<file path="src/rtl/lane_pkg.sv">
`default_nettype none
// ============================================================================
//  Module      : lane_pkg
//  Description : Shared types and constants for the lane traffic controller.
//  Revision    : 1.0 - initial release
// ============================================================================
package lane_pkg;

    typedef enum logic [1:0] {
        ST_IDLE  = 2'd0,
        ST_SPAWN = 2'd1,
        ST_WAIT  = 2'd2,
        ST_FULL  = 2'd3
    } lane_state_t;

    localparam logic [15:0] LFSR_TAPS    = 16'hB400;
    localparam logic [15:0] LFSR_DEFAULT = 16'hACE1;
    localparam int          CAR_WIDTH    = 48;
    localparam int          GAP_WIDTH    = 8;

    // Minimum frames between spawns per speed, packed so entry s sits at [8s+7:8s].
    localparam logic [63:0] GAP_BASE = {8'd16, 8'd19, 8'd23, 8'd28,
                                        8'd38, 8'd56, 8'd112, 8'd32};

    function automatic logic [GAP_WIDTH-1:0] gap_base(input logic [2:0] speed);
        return GAP_BASE[8*speed +: 8];
    endfunction

    function automatic logic [15:0] lfsr_next(input logic [15:0] cur);
        return (cur >> 1) ^ (cur[0] ? LFSR_TAPS : 16'h0000);
    endfunction

endpackage
`default_nettype wire

</file>
<file path="src/rtl/lane_spawner_hit_debounce.sv">
`default_nettype none
// ============================================================================
//  Module      : hit_debounce
//  Description : Masked hit vector to one-frame pulse with cooldown immunity.
//  Revision    : 1.0 - initial release
// ============================================================================
module hit_debounce #(
    parameter int NUM_CARS = 4,
    parameter int COOLDOWN = 60
) (
    input  logic                FrameClk,
    input  logic                ResetN,
    input  logic                clear_i,
    input  logic [NUM_CARS-1:0] hit_i,
    input  logic [NUM_CARS-1:0] mask_i,
    output logic                pulse_o
);

    localparam int            CW      = $clog2(COOLDOWN + 1);
    localparam logic [CW-1:0] CD_LOAD = CW'(COOLDOWN);

    logic [CW-1:0] cd_q, cd_d;
    logic          pulse_q, pulse_d;
    logic          hit_any;

    assign hit_any = |(hit_i & mask_i);

    always_comb begin
        pulse_d = 1'b0;
        cd_d    = cd_q;
        if (clear_i) begin
            cd_d = '0;
        end else if (hit_any && (cd_q == '0)) begin
            pulse_d = 1'b1;
            cd_d    = CD_LOAD;
        end else if (cd_q != '0) begin
            cd_d = cd_q - CW'(1);
        end
    end

    always_ff @(posedge FrameClk) begin
        if (!ResetN) begin
            cd_q    <= '0;
            pulse_q <= 1'b0;
        end else begin
            cd_q    <= cd_d;
            pulse_q <= pulse_d;
        end
    end

    assign pulse_o = pulse_q;

endmodule
`default_nettype wire

</file>
<file path="src/rtl/lane_spawner.sv">
`default_nettype none
// ============================================================================
//  Module      : lane_spawner
//  Description : Staggers car spawns in one lane and debounces player hits.
//  Revision    : 1.0 - initial release
// ============================================================================
module lane_spawner
    import lane_pkg::*;
#(
    parameter int          NUM_CARS  = 4,
    parameter logic [9:0]  LANE_Y    = 10'd0,
    parameter logic [9:0]  SPAWN_X   = 10'd52,
    parameter logic        FACE_LEFT = 1'b0,
    parameter int          COOLDOWN  = 60
) (
    input  logic                  FrameClk,
    input  logic                  ResetN,
    input  logic                  Enable,
    input  logic [15:0]           Seed,
    input  logic [2:0]            Speed,
    input  logic [NUM_CARS-1:0]   P1HitIn,
    input  logic [NUM_CARS-1:0]   P2HitIn,
    output logic [NUM_CARS-1:0]   SpawnEnable,
    output logic [2*NUM_CARS-1:0] TypeBus,
    output logic [9:0]            SpawnX,
    output logic [9:0]            SpawnY,
    output logic                  FaceLeft,
    output logic [2:0]            CarSpeed,
    output logic                  P1Hit,
    output logic                  P2Hit,
    output logic                  Full
);

    localparam int            KW     = (NUM_CARS > 1) ? $clog2(NUM_CARS) : 1;
    localparam logic [KW-1:0] K_LAST = KW'(NUM_CARS - 1);

    lane_state_t              state_q, state_d;
    logic [15:0]              lfsr_q;
    logic [KW-1:0]            k_q, k_d;
    logic [GAP_WIDTH-1:0]     gap_q, gap_d;
    logic [GAP_WIDTH-1:0]     gap_load;
    logic [NUM_CARS-1:0]      spawn_q, spawn_d;
    logic [2*NUM_CARS-1:0]    type_q, type_d;
    logic                     full_q, full_d;

    // Speed is sampled only here, so a change mid-wait affects the next gap only.
    assign gap_load = gap_base(Speed) + {3'b000, lfsr_q[6:2]};

    always_comb begin
        state_d = state_q;
        k_d     = k_q;
        gap_d   = gap_q;
        spawn_d = spawn_q;
        type_d  = type_q;
        full_d  = full_q;
        if (!Enable) begin
            state_d = ST_IDLE;
            k_d     = '0;
            gap_d   = '0;
            spawn_d = '0;
            full_d  = 1'b0;
        end else begin
            case (state_q)
                ST_IDLE: begin
                    k_d     = '0;
                    spawn_d = '0;
                    state_d = ST_SPAWN;
                end
                ST_SPAWN: begin
                    for (int s = 0; s < NUM_CARS; s++) begin
                        if (k_q == KW'(s)) begin
                            spawn_d[s]       = 1'b1;
                            type_d[2*s +: 2] = lfsr_q[1:0];
                        end
                    end
                    if (k_q == K_LAST) begin
                        full_d  = 1'b1;
                        state_d = ST_FULL;
                    end else begin
                        k_d     = k_q + KW'(1);
                        gap_d   = gap_load;
                        state_d = ST_WAIT;
                    end
                end
                ST_WAIT: begin
                    // Leaving at count 2 puts the next rise exactly G frames after the last.
                    gap_d = gap_q - GAP_WIDTH'(1);
                    if (gap_q <= GAP_WIDTH'(2)) begin
                        state_d = ST_SPAWN;
                    end
                end
                ST_FULL: begin
                    state_d = ST_FULL;
                end
                default: begin
                    state_d = ST_IDLE;
                end
            endcase
        end
    end

    always_ff @(posedge FrameClk) begin
        if (!ResetN) begin
            lfsr_q  <= (Seed == 16'h0000) ? LFSR_DEFAULT : Seed;
            state_q <= ST_IDLE;
            k_q     <= '0;
            gap_q   <= '0;
            spawn_q <= '0;
            type_q  <= '0;
            full_q  <= 1'b0;
        end else begin
            lfsr_q  <= lfsr_next(lfsr_q);
            state_q <= state_d;
            k_q     <= k_d;
            gap_q   <= gap_d;
            spawn_q <= spawn_d;
            type_q  <= type_d;
            full_q  <= full_d;
        end
    end

    hit_debounce #(
        .NUM_CARS (NUM_CARS),
        .COOLDOWN (COOLDOWN)
    ) u_hit_p1 (
        .FrameClk (FrameClk),
        .ResetN   (ResetN),
        .clear_i  (~Enable),
        .hit_i    (P1HitIn),
        .mask_i   (spawn_q),
        .pulse_o  (P1Hit)
    );

    hit_debounce #(
        .NUM_CARS (NUM_CARS),
        .COOLDOWN (COOLDOWN)
    ) u_hit_p2 (
        .FrameClk (FrameClk),
        .ResetN   (ResetN),
        .clear_i  (~Enable),
        .hit_i    (P2HitIn),
        .mask_i   (spawn_q),
        .pulse_o  (P2Hit)
    );

    assign SpawnEnable = spawn_q;
    assign TypeBus     = type_q;
    assign Full        = full_q;
    assign SpawnX      = SPAWN_X;
    assign SpawnY      = LANE_Y;
    assign FaceLeft    = FACE_LEFT;
    assign CarSpeed    = Speed;

endmodule
`default_nettype wire

</file>
<file path="config.mk">
export PLATFORM = sky130hd
export DESIGN_NAME = lane_spawner
export DESIGN_NICKNAME = d
export VERILOG_FILES = /design/src/rtl/lane_pkg.sv /design/src/rtl/lane_spawner_hit_debounce.sv /design/src/rtl/lane_spawner.sv
export SDC_FILE = /design/constraint.sdc
export NUM_CORES = 1
export LEC_CHECK = 0
export BUFFER_PORTS_ARGS = -buffer_cell sky130_fd_sc_hd__buf_2
export CAP_MARGIN = 15
export CORE_MARGIN = 1.5
export CORE_UTILIZATION = 50
export DETAILED_ROUTE_END_ITERATION = 16
export PLACE_DENSITY = 0.78
export SYNTH_ARGS = -nofsm -noshare
export SYNTH_HDL_FRONTEND = slang
export SYNTH_SLANG_ARGS = --single-unit
</file>
<file path="constraint.sdc">
create_clock -name FrameClk -period 3.1 [get_ports FrameClk]
set_clock_uncertainty 0.05 [all_clocks]
set_input_delay 0.62 -clock FrameClk [delete_from_list [all_inputs] [get_ports FrameClk]]
set_output_delay 0.62 -clock FrameClk [all_outputs]
set_load 0.01 [all_outputs]
</file>
==> metrics.txt <==
Final Setup Violations=0; net count reported at finish=435; yosys synthesis warning count=0; unrepaired setup endpoints after global routing=false; WS Path Type=input port to register; clk slew on worst S/H paths=90 ps; vias after detailed routing=2432; Max Root-Sink Buffers=2; # IOs=69; CP max stage delay=roughly 330 ps; WP depth=10; Post-synth top flop=dfxtp_1; Fillers=538; worst vdd ir=0.000345 V; total die area=0.00639 mm²; number of iterations in the first detailed-routing pass=4; GRT Overall Usage=0.188; Hold WS=392 ps; Power Dens Cells=602 mW/mm²; critical path endpoint category=register; CP max-delay cell=a211oi_1; final setup margin=614 ps; Internal=1.29 mW; Initial Util=0.527; r2r startpoint=u_hit_p2.cd_q[0]; Yosys reg bits=55; initial antenna violation count=0; Total Wirelength=5630 µm; final worst path period share=0.802; number of buffers added on ports=47; startpoint types=input port; EDFF count, synth=0; Setup crit end=gap_q[5]; relative slew slack=0.608; Hold Path Class=register to register; post_cts resized=0; Max Fanout on Critical Path=5; Avg Inst Size Synth=8.48 µm²; Net Sw Frac=0.335; commonest non-fill, non-tap cell in the layout=dfxtp_1; critical-path cell list=buf_2 -> inv_1 -> ha_1 -> and2_1 -> nand2b_1 -> ha_1 -> a211oi_1 -> o21ai_0 -> a311oi_1 -> o211a_1; CTS root buffer=clkbuf_8; Slew @ Worst Pin=583 ps; Clock Power Share=0.201; Row Count=27; HPWL Detailed=between 4000 and 5000 µm; cell count after synthesis=349; Die Height=79.9 µm; Die Wd=approximately 80 µm; largest net degree at the start of global routing=27; Post-Place Worst Slack=271 ps; CP top delay family=compound AO/OA/AOI/OAI gates; post-CTS setup buffer count=0; max-slew violation count=0; leak pwr=roughly 1.4 nW; share of total power in combinational logic=0.351; Switch Pwr=0.651 mW; async set-reset flop share out of synthesis=0; R2R setup slack=1060 ps; CTS tree=yes; share of cells above drive strength 1=0.183; antenna viol nets, final=0; DRC viols=0; most frequent cells in the layout=dfxtp_1, buf_2, nor2_1; DR iter-0 viols=92; Worst Path Buf+Inv=2; Setup TNS=0 ps; post-layout min period=2490 ps; vias in the first global route=roughly 2.3k; CORE AREA=0.00561 mm²; Fin. Hold Viols=0; sequential power share=0.448; layout overhead on the synthesized area=9.14%; via/cell ratio=5.30; r2r endpoint=u_hit_p2.cd_q[0]; clk sinks=55; Seq/Total Area, Yosys=0.372; Critical Path Most Common Cell=ha_1; FMAX=402 MHz; Post-CTS Hold Buffers=0; GPL Wtd Cong=0.800; max-capacitance violation count=0; post-DR wirelength/cell=12.3 µm; GR Overflow Total=0; worst setup path startpoint=Speed[1]; status=finished clean; Critical Path AT=about 2700 ps; Num CTS Buffers=5; H-tree depth=2; first-pass GRT wire length=9540 µm; R2R depth=6; ant diodes=0; Post-Syn Area=slightly below 0.003 mm²; worst path required time=around 3300 ps; Unique masters post-synth=51; Skew-Pair Late Insertion Delay=300 ps
power by group through the flow:
stage / Combinational [mW] / Clock (mW) / Sequential [mW]
after floorplan: 0.580 / 0 / 0.864
after global placement: 0.650 / 0 / 0.882
after detailed placement: 0.682 / 0 / 0.886
after CTS: 0.685 / 0.402 / 0.871
after global routing: 0.777 / 0.438 / 0.885
final: 0.682 / 0.391 / 0.872
metrics by stage:
step / instance area (µm²) / instances / total power, mW / utilization
2_1_floorplan: 3030 / 368 / 1.44 / -
3_3_place_gp: 3140 / 452 / 1.53 / 0.560
3_5_place_dp: 3140 / 452 / 1.57 / 0.560
4_1_cts: 3230 / 459 / 1.96 / 0.576
5_1_grt: 3230 / 459 / 2.10 / 0.576
6_report: 3230 / 459 / 1.94 / 0.576
state kept, by name (all words and copies together) (netlist names):
register and flops:
lfsr_q 16, u_hit_p2.cd_q 6, u_hit_p2.pulse_o 1, gap_q 8, u_hit_p1.pulse_o 1, k_q 2
TypeBus 8, Full 1, state_q 2, SpawnEnable 4, u_hit_p1.cd_q 6
cell families after synthesis:
family,count (synthesis),share of synthesized area
muxes,11,0.0410
xor gates and xnor gates,10,0.0296
adders and majority gates,18,0.0787
and+or+nand+nor,115,0.195
AOI/OAI and AO/OA,79,0.176
DFF,55,0.372
buffers and inverters,59,0.105
other,2,0.00254
worst register-to-register path, delay by kind of cell, from the launching register on:
kind          cells  cell delay (ps)
fa+ha+maj         1              160
buf+inv           1               60
simple gates      4             1330
flops             1              340
routing by layer:
metal / global-route usage / routed length [µm] / vias up / share of wire
li1: - / - / 1241 / -
met3: 0.0549 / 283 / 9 / 0.050
met2: 0.334 / 2710 / 60 / 0.48
met5: 0 / 0 / - / 0
met4: 0.0500 / 63 / 0 / 0.011
met1: 0.217 / 2570 / 1122 / 0.46
synthesized netlist by cell type (9+ instances only):
master    number  area (µm²)
o21ai_0       14        70.1
buf_4         24         180
a21oi_1       26         130
nand3_1       11        55.1
nor2_1        34         128
nand2_1       27         101
xnor2_1       10        87.6
ha_1          17         213
clkbuf_1      11        41.3
mux2_2         9         101
dfxtp_1       55        1100
inv_1         22        82.6
area by class of cell:
class	count	area, µm²	area share
inverters	22	82.6	0.0256
flip-flops and latches	55	1100	0.341
clock buffers	6	82.6	0.0256
repair buffers	49	250	0.0775
clock inverters	1	5.00	0.00155
well taps	72	90.1	0.0279
multi-input cells	254	1620	0.501
worst min path at each step:
stage	startpoint	end	slack, ps	cells past startpoint
2_1_floorplan	lfsr_q[12]	lfsr_q[11]	360	2
3_3_place_gp	lfsr_q[12]	lfsr_q[11]	380	2
3_5_place_dp	lfsr_q[8]	lfsr_q[7]	380	2
4_1_cts	lfsr_q[8]	lfsr_q[7]	390	2
5_1_grt	lfsr_q[7]	lfsr_q[6]	410	2
6_report	lfsr_q[8]	lfsr_q[7]	390	2
No activity file was read; power rests on OpenSTA's default activity.
